<file path="config.mk">
export PLATFORM = sky130hd
export DESIGN_NAME = uart_tx_fifo_ctrl
export DESIGN_NICKNAME = d
export VERILOG_FILES = /design/src/rtl/uart_tx_fifo_ctrl.sv
export SDC_FILE = /design/constraint.sdc
export NUM_CORES = 1
export LEC_CHECK = 0
export ABC_AREA = 1
export BUFFER_PORTS_ARGS = -buffer_cell sky130_fd_sc_hd__buf_4
export CAP_MARGIN = 40
export CORE_UTILIZATION = 36
export DETAILED_ROUTE_END_ITERATION = 16
export GPL_ROUTABILITY_DRIVEN = 0
export HOLD_SLACK_MARGIN = 0.02
export SYNTH_ARGS = -nofsm -noshare
export SYNTH_HDL_FRONTEND = slang
export SYNTH_SLANG_ARGS = --single-unit
export TNS_END_PERCENT = 100
</file>
<file path="constraint.sdc">
create_clock -name clk_i -period 2.55 [get_ports clk_i]
set_input_delay 0.255 -clock clk_i [delete_from_list [all_inputs] [get_ports clk_i]]
set_output_delay 0.255 -clock clk_i [all_outputs]
set_load 0.05 [all_outputs]
</file>
<file path="src/rtl/uart_tx_fifo_ctrl.sv">
// -----------------------------------------------------------------------------
// uart_tx_fifo_ctrl
//
// Transmit-side buffer and launch controller placed directly in front of the
// UART transmitter. The host pushes bytes at up to one per clock into a
// DEPTH-entry circular FIFO. The controller drains the FIFO one frame at a
// time: it presents the byte on tx_data_o, pulses tx_start_o for one cycle,
// then waits for a rising edge on tx_done_i before launching the next byte.
// This lets software burst a whole message without polling per byte.
//
// Parameters:
//   DATA_W  byte width, must match the transmitter data input
//   DEPTH   FIFO entries, power of two, >= 2
//   ADDR_W  pointer width, log2(DEPTH)
//
// Ports:
//   clk_i       in   system clock, rising edge
//   rst_ni      in   asynchronous active-low reset, synchronous release
//   wr_en_i     in   host write strobe, accepted only when not full
//   wr_data_i   in   host byte
//   full_o      out  FIFO holds DEPTH entries
//   empty_o     out  FIFO holds no entries
//   count_o     out  stored entries, 0..DEPTH
//   tx_start_o  out  one-cycle launch pulse to the transmitter
//   tx_data_o   out  byte being transmitted, stable until completion
//   tx_done_i   in   transmitter completion (pulse or level)
//   busy_o      out  a frame is in flight
//   ovf_o       out  sticky overflow flag (optional feature)
//   ovf_clr_i   in   clears ovf_o (optional feature)
//
// Optional feature macro: UART_TXF_OVF_FLAG_EN
//   Defined   : ovf_o sets on a write attempt while full, clears on ovf_clr_i;
//               a set and clear on the same edge leaves the flag set.
//   Undefined : ovf_o is tied low and ovf_clr_i is ignored.
// -----------------------------------------------------------------------------
module uart_tx_fifo_ctrl #(
  parameter int DATA_W = 8,
  parameter int DEPTH  = 16,
  parameter int ADDR_W = 4
) (
  input  logic              clk_i,
  input  logic              rst_ni,
  input  logic              wr_en_i,
  input  logic [DATA_W-1:0] wr_data_i,
  output logic              full_o,
  output logic              empty_o,
  output logic [ADDR_W:0]   count_o,
  output logic              tx_start_o,
  output logic [DATA_W-1:0] tx_data_o,
  input  logic              tx_done_i,
  output logic              busy_o,
  output logic              ovf_o,
  input  logic              ovf_clr_i
);

  typedef enum logic [1:0] {
    ST_IDLE   = 2'd0,
    ST_LAUNCH = 2'd1,
    ST_WAIT   = 2'd2
  } state_t;

  localparam logic [ADDR_W:0]   FULL_CNT = (ADDR_W+1)'(DEPTH);
  localparam logic [ADDR_W:0]   CNT_ONE  = (ADDR_W+1)'(1);
  localparam logic [ADDR_W-1:0] PTR_ONE  = ADDR_W'(1);

  // Storage array: written on its own clock-only process so it can map onto
  // RAM; the read is registered into tx_data_q at pop time.
  logic [DATA_W-1:0] mem_q [DEPTH];

  logic [ADDR_W-1:0] wr_ptr_q, wr_ptr_d;
  logic [ADDR_W-1:0] rd_ptr_q, rd_ptr_d;
  logic [ADDR_W:0]   count_q,  count_d;
  logic              full_q;
  logic              empty_q;
  logic              done_q;
  logic              tx_start_q;
  logic [DATA_W-1:0] tx_data_q;
  logic              busy_q;
  state_t            state_q;

  logic wr_accept;
  logic pop;
  logic done_rise;

  // A write while full is dropped even if a pop happens on the same edge,
  // because full_q reflects the count before that edge.
  assign wr_accept = wr_en_i & ~full_q;

  // Pops only ever happen leaving IDLE. empty_q is the pre-edge state, so a
  // byte being written on this edge is never the one popped.
  assign pop = (state_q == ST_IDLE) & ~empty_q;

  // Only a fresh rising edge of tx_done_i ends a frame, so a level-style
  // done left high from the previous frame cannot release the next one.
  assign done_rise = tx_done_i & ~done_q;

  always_comb begin
    wr_ptr_d = wr_ptr_q;
    rd_ptr_d = rd_ptr_q;
    count_d  = count_q;
    if (wr_accept) begin
      wr_ptr_d = wr_ptr_q + PTR_ONE;
    end
    if (pop) begin
      rd_ptr_d = rd_ptr_q + PTR_ONE;
    end
    case ({wr_accept, pop})
      2'b10:   count_d = count_q + CNT_ONE;
      2'b01:   count_d = count_q - CNT_ONE;
      default: count_d = count_q;
    endcase
  end

  always_ff @(posedge clk_i) begin
    if (wr_accept) begin
      mem_q[wr_ptr_q] <= wr_data_i;
    end
  end

  // FIFO bookkeeping, completion edge detector and launch FSM. Flags are
  // registered from the next-state count so the outputs come straight off
  // flops.
  always_ff @(posedge clk_i or negedge rst_ni) begin
    if (!rst_ni) begin
      wr_ptr_q   <= '0;
      rd_ptr_q   <= '0;
      count_q    <= '0;
      full_q     <= 1'b0;
      empty_q    <= 1'b1;
      done_q     <= 1'b0;
      tx_start_q <= 1'b0;
      tx_data_q  <= '0;
      busy_q     <= 1'b0;
      state_q    <= ST_IDLE;
    end else begin
      wr_ptr_q <= wr_ptr_d;
      rd_ptr_q <= rd_ptr_d;
      count_q  <= count_d;
      full_q   <= (count_d == FULL_CNT);
      empty_q  <= (count_d == '0);
      done_q   <= tx_done_i;

      tx_start_q <= 1'b0;
      case (state_q)
        ST_IDLE: begin
          if (pop) begin
            tx_data_q  <= mem_q[rd_ptr_q];
            tx_start_q <= 1'b1;
            busy_q     <= 1'b1;
            state_q    <= ST_LAUNCH;
          end
        end
        ST_LAUNCH: begin
          // Completion is not looked at here: the transmitter has only just
          // seen the start strobe.
          state_q <= ST_WAIT;
        end
        ST_WAIT: begin
          if (done_rise) begin
            busy_q  <= 1'b0;
            state_q <= ST_IDLE;
          end
        end
        default: begin
          busy_q  <= 1'b0;
          state_q <= ST_IDLE;
        end
      endcase
    end
  end

  assign full_o     = full_q;
  assign empty_o    = empty_q;
  assign count_o    = count_q;
  assign tx_start_o = tx_start_q;
  assign tx_data_o  = tx_data_q;
  assign busy_o     = busy_q;

`ifdef UART_TXF_OVF_FLAG_EN
  logic ovf_q;

  // Set has priority over clear so an overflow coinciding with a clear is
  // never lost.
  always_ff @(posedge clk_i or negedge rst_ni) begin
    if (!rst_ni) begin
      ovf_q <= 1'b0;
    end else if (wr_en_i & full_q) begin
      ovf_q <= 1'b1;
    end else if (ovf_clr_i) begin
      ovf_q <= 1'b0;
    end
  end

  assign ovf_o = ovf_q;
`else
  logic unused_ovf_clr;

  assign unused_ovf_clr = ovf_clr_i;
  assign ovf_o          = 1'b0;
`endif

endmodule

</file>
==> key figures, run 1 <==
Clock network
  – Clk sinks: 156
  – Clk root buf: clkbuf_16
  – Clk buf depth: 2
  – Total CTS buffers: 17
  – H-tree depth: 4
  – Clock latency on the worst-skew pair: 0.42 ns
  – TritonCTS clock tree: built
  – Resized cells post-CTS: 0
  – Clock-pin slew on the worst setup and hold paths: 0.06 ns
  – Setup repair bufs after CTS: 0

Yosys
  – Yosys cell types: 34
  – Synth Warn #: 0
  – Yosys top cell area share: 60.2%
  – Mapped cell area: 0.00639 mm2
  – Post-Syn Area per Cell: 12.5 um2
  – Sequential area share after synthesis: 71.1%
  – Async SR Flop Fraction: 17.9%
  – Seq cells post-synth: 156
  – Synth area leaders: edfxtp_1, dfrtp_1, nor2_1, o21ai_0, o221ai_1
  – Top-count cell post-synth: edfxtp_1
  – Post-Syn Nets: 533
  – Post-synth top area cell: edfxtp_1
  – Synth Instances: 513
  – Synth Flop Type: edfxtp_1
  – Top cells by count, synth: edfxtp_1, nor2_1, o21ai_0
  – EDFF count, synth: 128

Global route
  – Vias in the first global route: 4039
  – GR peak layer: met2
  – First-pass GRT wire length: 21900 um
  – Antenna violations before repair: 0
  – Met3 Track Usage GR: 4.56%
  – Met1 GRT Util: 20.4%
  – GRT overflow: 0
  – M2 GR Usage: 27.2%
  – Pin count of the biggest net entering global routing: 72
  – GRT Total Usage: 16.6%

Timing
  – RSZ-0062 raised after global routing: false
  – Final Hold Viols: 0
  – Max Freq: 0.450 GHz
  – Final Skew: 0.00802 ns
  – Final setup fails: 0
  – Worst rel slew slack: 61.0%
  – Final period util: 87.2%
  – Max Slew Vio Count: 0
  – Final Critical Period: 2.22 ns
  – Least-Margin Pin Slew: 0.585 ns
  – Post-Route Setup TNS: 0 ns

Final layout
  – Reg area: 0.00455 mm2
  – Nets: 580
  – Fin cells: 798
  – Area of the multi-input gates: 0.00159 mm2
  – Layout cell share with drive strength beyond 1: 17.8%
  – N_diodes: 0
  – Fill cell count: 1573
  – Synthesis-to-layout area growth: 18.4%
  – Fin util: 43.7%

Setup path
  – CP peak stage delay: 0.53 ns
  – Critical path type: reg -> reg
  – WP data arrival: 2.58 ns
  – Critical-path maximum fanout: 6
  – Critical path's slowest cell: dfstp_2
  – Crit-path leading delay family: simple AND/OR/NAND/NOR gates
  – Crit path launch type: flip-flop
  – Setup slack, reg-to-reg: 0.33 ns
  – Critical path cell sequence: inv_1, nand2_1, inv_1, ha_1, inv_2, nand2_1, o21ai_0, or2_2, nor2_2, nand3_2, nor2_2
  – Setup crit end kind: flip-flop
  – Worst Path Buf+Inv: 3
  – Worst Path Required: 2.91 ns

Power and ir drop
  – Worst VDD drop: 0.761 mV
  – Sw power: 3660 uW
  – Net switching fraction of the power: 38.9%
  – Gate power share: 37.9%
  – Leakage: 0.00274 uW
  – Clock Power Share: 25.9%
  – P_int: 5750 uW
  – Power after layout: 9410 uW
  – Pwr dens: 1240 mW/mm2
  – Register share of total power: 36.2%

Die
  – DIE AREA: 0.0183 mm2
  – Die H: 135 um
  – Initial core utilization: 36.9%
  – Core ar.: 0.0173 mm2
  – Die width: 135 um
  – Total I/O pin count: 31
  – Cell row count: 48

Run status
  – Run status: complete, no violations

Worst hold path
  – HP Class: in -> reg

Drt
  – Drt total wl: 14200 um
  – TritonRoute pass-1 iters: 4
  – Drc violations: 0
  – Initial DRC Count: 318
  – DR vias: 4085
  – ANT nets after route: 0
  – Post-DR wirelength/cell: 17.8 um
  – Vias per cell: 5.12

Place
  – IO Port Bufs: 28
  – HPWL Detailed: 8720 um
  – # placed instances: 764

Run
  – MaxCap Viol Count: 0
-- per-stage QoR --
stage	area (um2)	setup slack, ns	hold WS, ns
2_1_floorplan	6390	0.159	-0.0406
6_report	7560	0.328	0.142
4_1_cts	7560	0.307	0.129
3_3_place_gp	6970	0.400	0.202
5_1_grt	7560	0.109	0.143
3_5_place_dp	6970	0.329	0.222
-- layout make-up --
type / count / area share (%)
flip-flops and latches: 156 / 60.1
multi-input cells: 297 / 21.1
clock buffers: 18 / 5.67
well taps: 225 / 3.72
repair buffers: 55 / 5.86
clock inverters: 14 / 1.92
inverters: 33 / 1.64
-- cells in the final DEF, fill, tap and decap left out, types with 4 or more instances in the layout --
| cell | Yosys | final |
|---|---|---|
| o21ai_1 | 21 | 21 |
| nand4_1 | 4 | 4 |
| o221ai_1 | 22 | 22 |
| a21oi_1 | 10 | 10 |
| o21ai_0 | 53 | 53 |
| dfrtp_1 | 27 | 26 |
| nor2_1 | 92 | 92 |
| nand3_1 | 19 | 19 |
| inv_1 | 31 | 31 |
| edfxtp_1 | 128 | 128 |
| clkbuf_16 | 0 | 17 |
| ha_1 | 7 | 7 |
| xor2_1 | 6 | 6 |
| a31oi_1 | 8 | 8 |
| nand2_1 | 31 | 31 |
| o22ai_1 | 5 | 5 |
| buf_4 | 1 | 51 |
-- state kept, by name (all words and copies together), names as in the netlist --
signal,flops
busy_o,1
mem_q,128
rd_ptr_q,4
tx_start_o,1
state_q,2
done_q,1
empty_o,1
full_o,1
tx_data_o,8
wr_ptr_q,4
count_o,5
-- layer usage --
layer	routed length [um]	share of wire, %
met3	1040	7.3
met4	313	2.2
met2	7020	49
met5	0	0
met1	5850	41
-- timing repair --
| action | in CTS | in global routing |
|---|---|---|
| hold buffers | 2 | 0 |
| endpoints found under the setup margin | 0 | 0 |
| hold endpoints to repair | 28 | 0 |
-- logic make-up (layout without fill, tap and decap cells) --
logic type	count (synthesis)	count (layout)	synth area share [%]
compound gates	121	121	11.1
xor+xnor	8	8	1.21
fa+ha+maj	7	7	1.37
buf+inv	60	120	3.92
flops	156	156	71.1
other cells	1	1	0.0587
simple gates	160	160	11.2
-- power by group through the flow --
stage,Sequential (uW),Clock [uW],Combinational (uW)
after detailed placement,3460,0,3560
after global routing,3450,2570,3930
after global placement,3440,0,3480
after CTS,3410,2470,3580
after floorplan,3860,0,2050
final,3410,2440,3560
-- worst paths after layout --
check / cells past startpoint / startpoint / end
setup / recovery: 11 / empty_o$_DFF_PN1_ / full_o$_DFF_PN0_
hold / removal: 1 / wr_data_i[0] / mem_q[10][0]$_DFFE_PP_
setup reg to reg: 11 / empty_o$_DFF_PN1_ / full_o$_DFF_PN0_
hold reg to reg: 2 / count_o[4]$_DFF_PN0_ / count_o[4]$_DFF_PN0_
max in group asynchronous: 2 / rst_ni / rd_ptr_q[0]$_DFFE_PN0P_
min in group asynchronous: 2 / rst_ni / count_o[4]$_DFF_PN0_
(Power assumes the default switching activity.)
==> run 2: changes to the inputs <==
- ABC_AREA: 1 -> default
- HOLD_SLACK_MARGIN: 0.02 -> 0.05
==> run 2 against run 1 <==
Wire length down 16%. Sequential power up 4%. Maximum frequency down 5.1%. Die area down 1.3%. Clock power up 11%. Global-route usage down 1.9 points. Non-clock buffer count down 15. Setup slack worse by 0.12 ns. Synthesized area down 1.4%. First-iteration DRC count down 63%. Largest cell class unchanged. Highest routed layer unchanged. Flip-flop and latch count unchanged.
==> key figures, run 2 <==
Setup path
  – Critical-path maximum fanout: 8
  – CP peak stage delay: 0.44 ns
  – Setup crit end kind: flip-flop
  – Crit path launch type: flip-flop
  – Critical path's slowest cell: or3_4
  – Critical path type: reg -> reg
  – Worst Path Required: 2.90 ns
  – Critical path cell sequence: or3_4, clkinv_8, nand2_8, xnor2_1, ha_2, nor3b_1, a31o_1, a22oi_2, xnor2_2, nor3b_2
  – WP data arrival: 2.70 ns

Power and ir drop
  – Worst VDD drop: 0.796 mV
  – Leakage: 0.00261 uW
  – Pwr dens: 1280 mW/mm2

Timing
  – Final Skew: 0.00989 ns
  – Max Freq: 0.427 GHz
  – Least-Margin Pin Slew: 0.530 ns
  – Post-Route Setup TNS: 0 ns
  – Final setup fails: 0
  – Final Hold Viols: 0
  – Final period util: 91.8%
  – Final Critical Period: 2.34 ns
  – RSZ-0062 raised after global routing: false
  – Max Slew Vio Count: 0
  – Worst rel slew slack: 64.7%

Clock network
  – Total CTS buffers: 17
  – Clk root buf: clkbuf_16
  – Clock-pin slew on the worst setup and hold paths: 0.06 ns
  – Clock latency on the worst-skew pair: 0.43 ns
  – Clk sinks: 156
  – H-tree depth: 4
  – Setup repair bufs after CTS: 0
  – TritonCTS clock tree: built
  – Clk buf depth: 2

Place
  – HPWL Detailed: 8220 um
  – IO Port Bufs: 28
  – # placed instances: 586

Global route
  – Pin count of the biggest net entering global routing: 29
  – GRT Total Usage: 14.6%
  – Antenna violations before repair: 0
  – Vias in the first global route: 3190
  – GRT overflow: 0
  – First-pass GRT wire length: 18700 um

Worst hold path
  – HP Class: in -> reg

Yosys
  – Synth Instances: 339
  – Top-count cell post-synth: edfxtp_1
  – EDFF count, synth: 128
  – Synth Flop Type: edfxtp_1
  – Synth area leaders: edfxtp_1, mux4_2, dfrtp_1, mux2i_1, xnor2_1
  – Sequential area share after synthesis: 72.1%
  – Post-Syn Area per Cell: 18.6 um2
  – Top cells by count, synth: edfxtp_1, mux4_2, dfrtp_1
  – Post-synth top area cell: edfxtp_1
  – Mapped cell area: 0.00630 mm2
  – Post-Syn Nets: 359
  – Seq cells post-synth: 156
  – Async SR Flop Fraction: 17.9%
  – Yosys cell types: 41
  – Synth Warn #: 0
  – Yosys top cell area share: 61.0%

Drt
  – Drc violations: 0
  – Initial DRC Count: 119
  – DR vias: 3087
  – TritonRoute pass-1 iters: 4
  – Vias per cell: 4.98
  – Drt total wl: 12000 um
  – Post-DR wirelength/cell: 19.3 um
  – ANT nets after route: 0

Final layout
  – N_diodes: 0
  – Most frequent cells in the layout: edfxtp_1, buf_4, mux4_2
  – Reg area: 0.00455 mm2
  – Fin cells: 620
  – Synthesis-to-layout area growth: 18.7%
  – Commonest non-fill, non-tap cell in the layout: edfxtp_1
  – Area of the multi-input gates: 0.00164 mm2
  – Max FFs per register: 128
  – Layout cell share with drive strength beyond 1: 28.6%
  – Most flop-heavy register: mem_q
  – Fill cell count: 1522
  – Nets: 402

Die
  – Die width: 134 um
  – Initial core utilization: 36.7%
  – Total I/O pin count: 31
  – DIE AREA: 0.0180 mm2
  – Core ar.: 0.0172 mm2
  – Die H: 134 um
  – Cell row count: 48

Run
  – MaxCap Viol Count: 0

Run status
  – Run status: complete, no violations
## run 2: cell types whose count changed after synthesis, moves of 16 or more
cell	delta
and2_1	+16
nor2_1	-79
o221ai_1	-22
inv_1	-22
mux2i_1	+17
mux4_2	+32
o21ai_0	-49
nand2_1	-21
nand3_1	-19
## run 2: cell type report
class | count | share of cell area (%)
multi-input cells | 157 | 22.0
flip-flops and latches | 156 | 60.8
repair buffers | 40 | 4.41
well taps | 225 | 3.76
clock buffers | 19 | 5.79
clock inverters | 13 | 2.63
inverters | 10 | 0.669
## run 2: path summary, 6_finish.rpt
check,cells past startpoint,startpoint,to,slack [ns]
worst min-delay path,1,wr_data_i[7],mem_q[2][7]$_DFFE_PP_,0.15
worst min register to register,1,state_q[0]$_DFFE_PN0P_,state_q[1]$_DFFE_PN0P_,0.51
worst max register to register,10,state_q[0]$_DFFE_PN0P_,full_o$_DFF_PN0_,0.21
worst max-delay path,10,state_q[0]$_DFFE_PN0P_,full_o$_DFF_PN0_,0.21
min in group asynchronous,2,rst_ni,count_o[0]$_DFF_PN0_,0.29
max in group asynchronous,2,rst_ni,empty_o$_DFF_PN1_,1.96
## run 2: timing repair
| item | in CTS | in global routing |
|---|---|---|
| resized for setup | 0 | 5 |
| hold buffers | 2 | 0 |
| setup endpoints to repair | 0 | 2 |
| hold endpoints to repair | 29 | 0 |
## run 2: cell families (layout without fill, tap and decap cells)
| logic type | after synthesis | after routing | share of synthesized area [%] |
|---|---|---|---|
| xor+xnor | 14 | 14 | 2.06 |
| compound gates | 30 | 30 | 2.92 |
| buf+inv | 26 | 82 | 2.20 |
| mux | 49 | 49 | 14.1 |
| simple gates | 56 | 56 | 5.12 |
| other cells | 1 | 1 | 0.0595 |
| flops | 156 | 156 | 72.1 |
| fa+ha+maj | 7 | 7 | 1.39 |
## run 2: worst max-delay path, delay by kind of cell (launching register included)
family | cells | cell delay [ns]
AO/OA/AOI/OAI | 2 | 0.46
XOR/XNOR | 2 | 0.29
adder cells (fa/ha/maj) | 1 | 0.21
buffers and inverters | 1 | 0.09
flip-flops | 1 | 0.40
AND/OR/NAND/NOR | 4 | 0.82
## run 2: power by group
group          total, uW  internal, uW  leakage [uW]  switching (uW)
combinational       3320          1410      0.000819            1910
sequential          3540          3210       0.00149             328
clock               2700          1730      0.000302             973
## run 2: stage by stage
step	area [um2]	utilization, %	worst slack [ns]	hold slack [ns]	total power (uW)
floorplan	6300	-	0.0858	-0.0406	5930
global placement	6810	39.6	0.110	0.191	6830
detailed placement	6810	39.6	0.0673	0.200	6900
CTS	7460	43.4	0.0616	0.130	9620
global route	7480	43.6	0.0453	0.153	10000
finish	7480	43.6	0.209	0.153	9560
## run 2: metal layers
| layer | wire, um | GRT usage, % | up-vias |
|---|---|---|---|
| met5 | 0 | 0 | - |
| met4 | 199 | 6.37 | 0 |
| met3 | 485 | 4.01 | 15 |
| met2 | 5890 | 23.2 | 67 |
| met1 | 5380 | 18.9 | 1606 |
| li1 | - | - | 1399 |
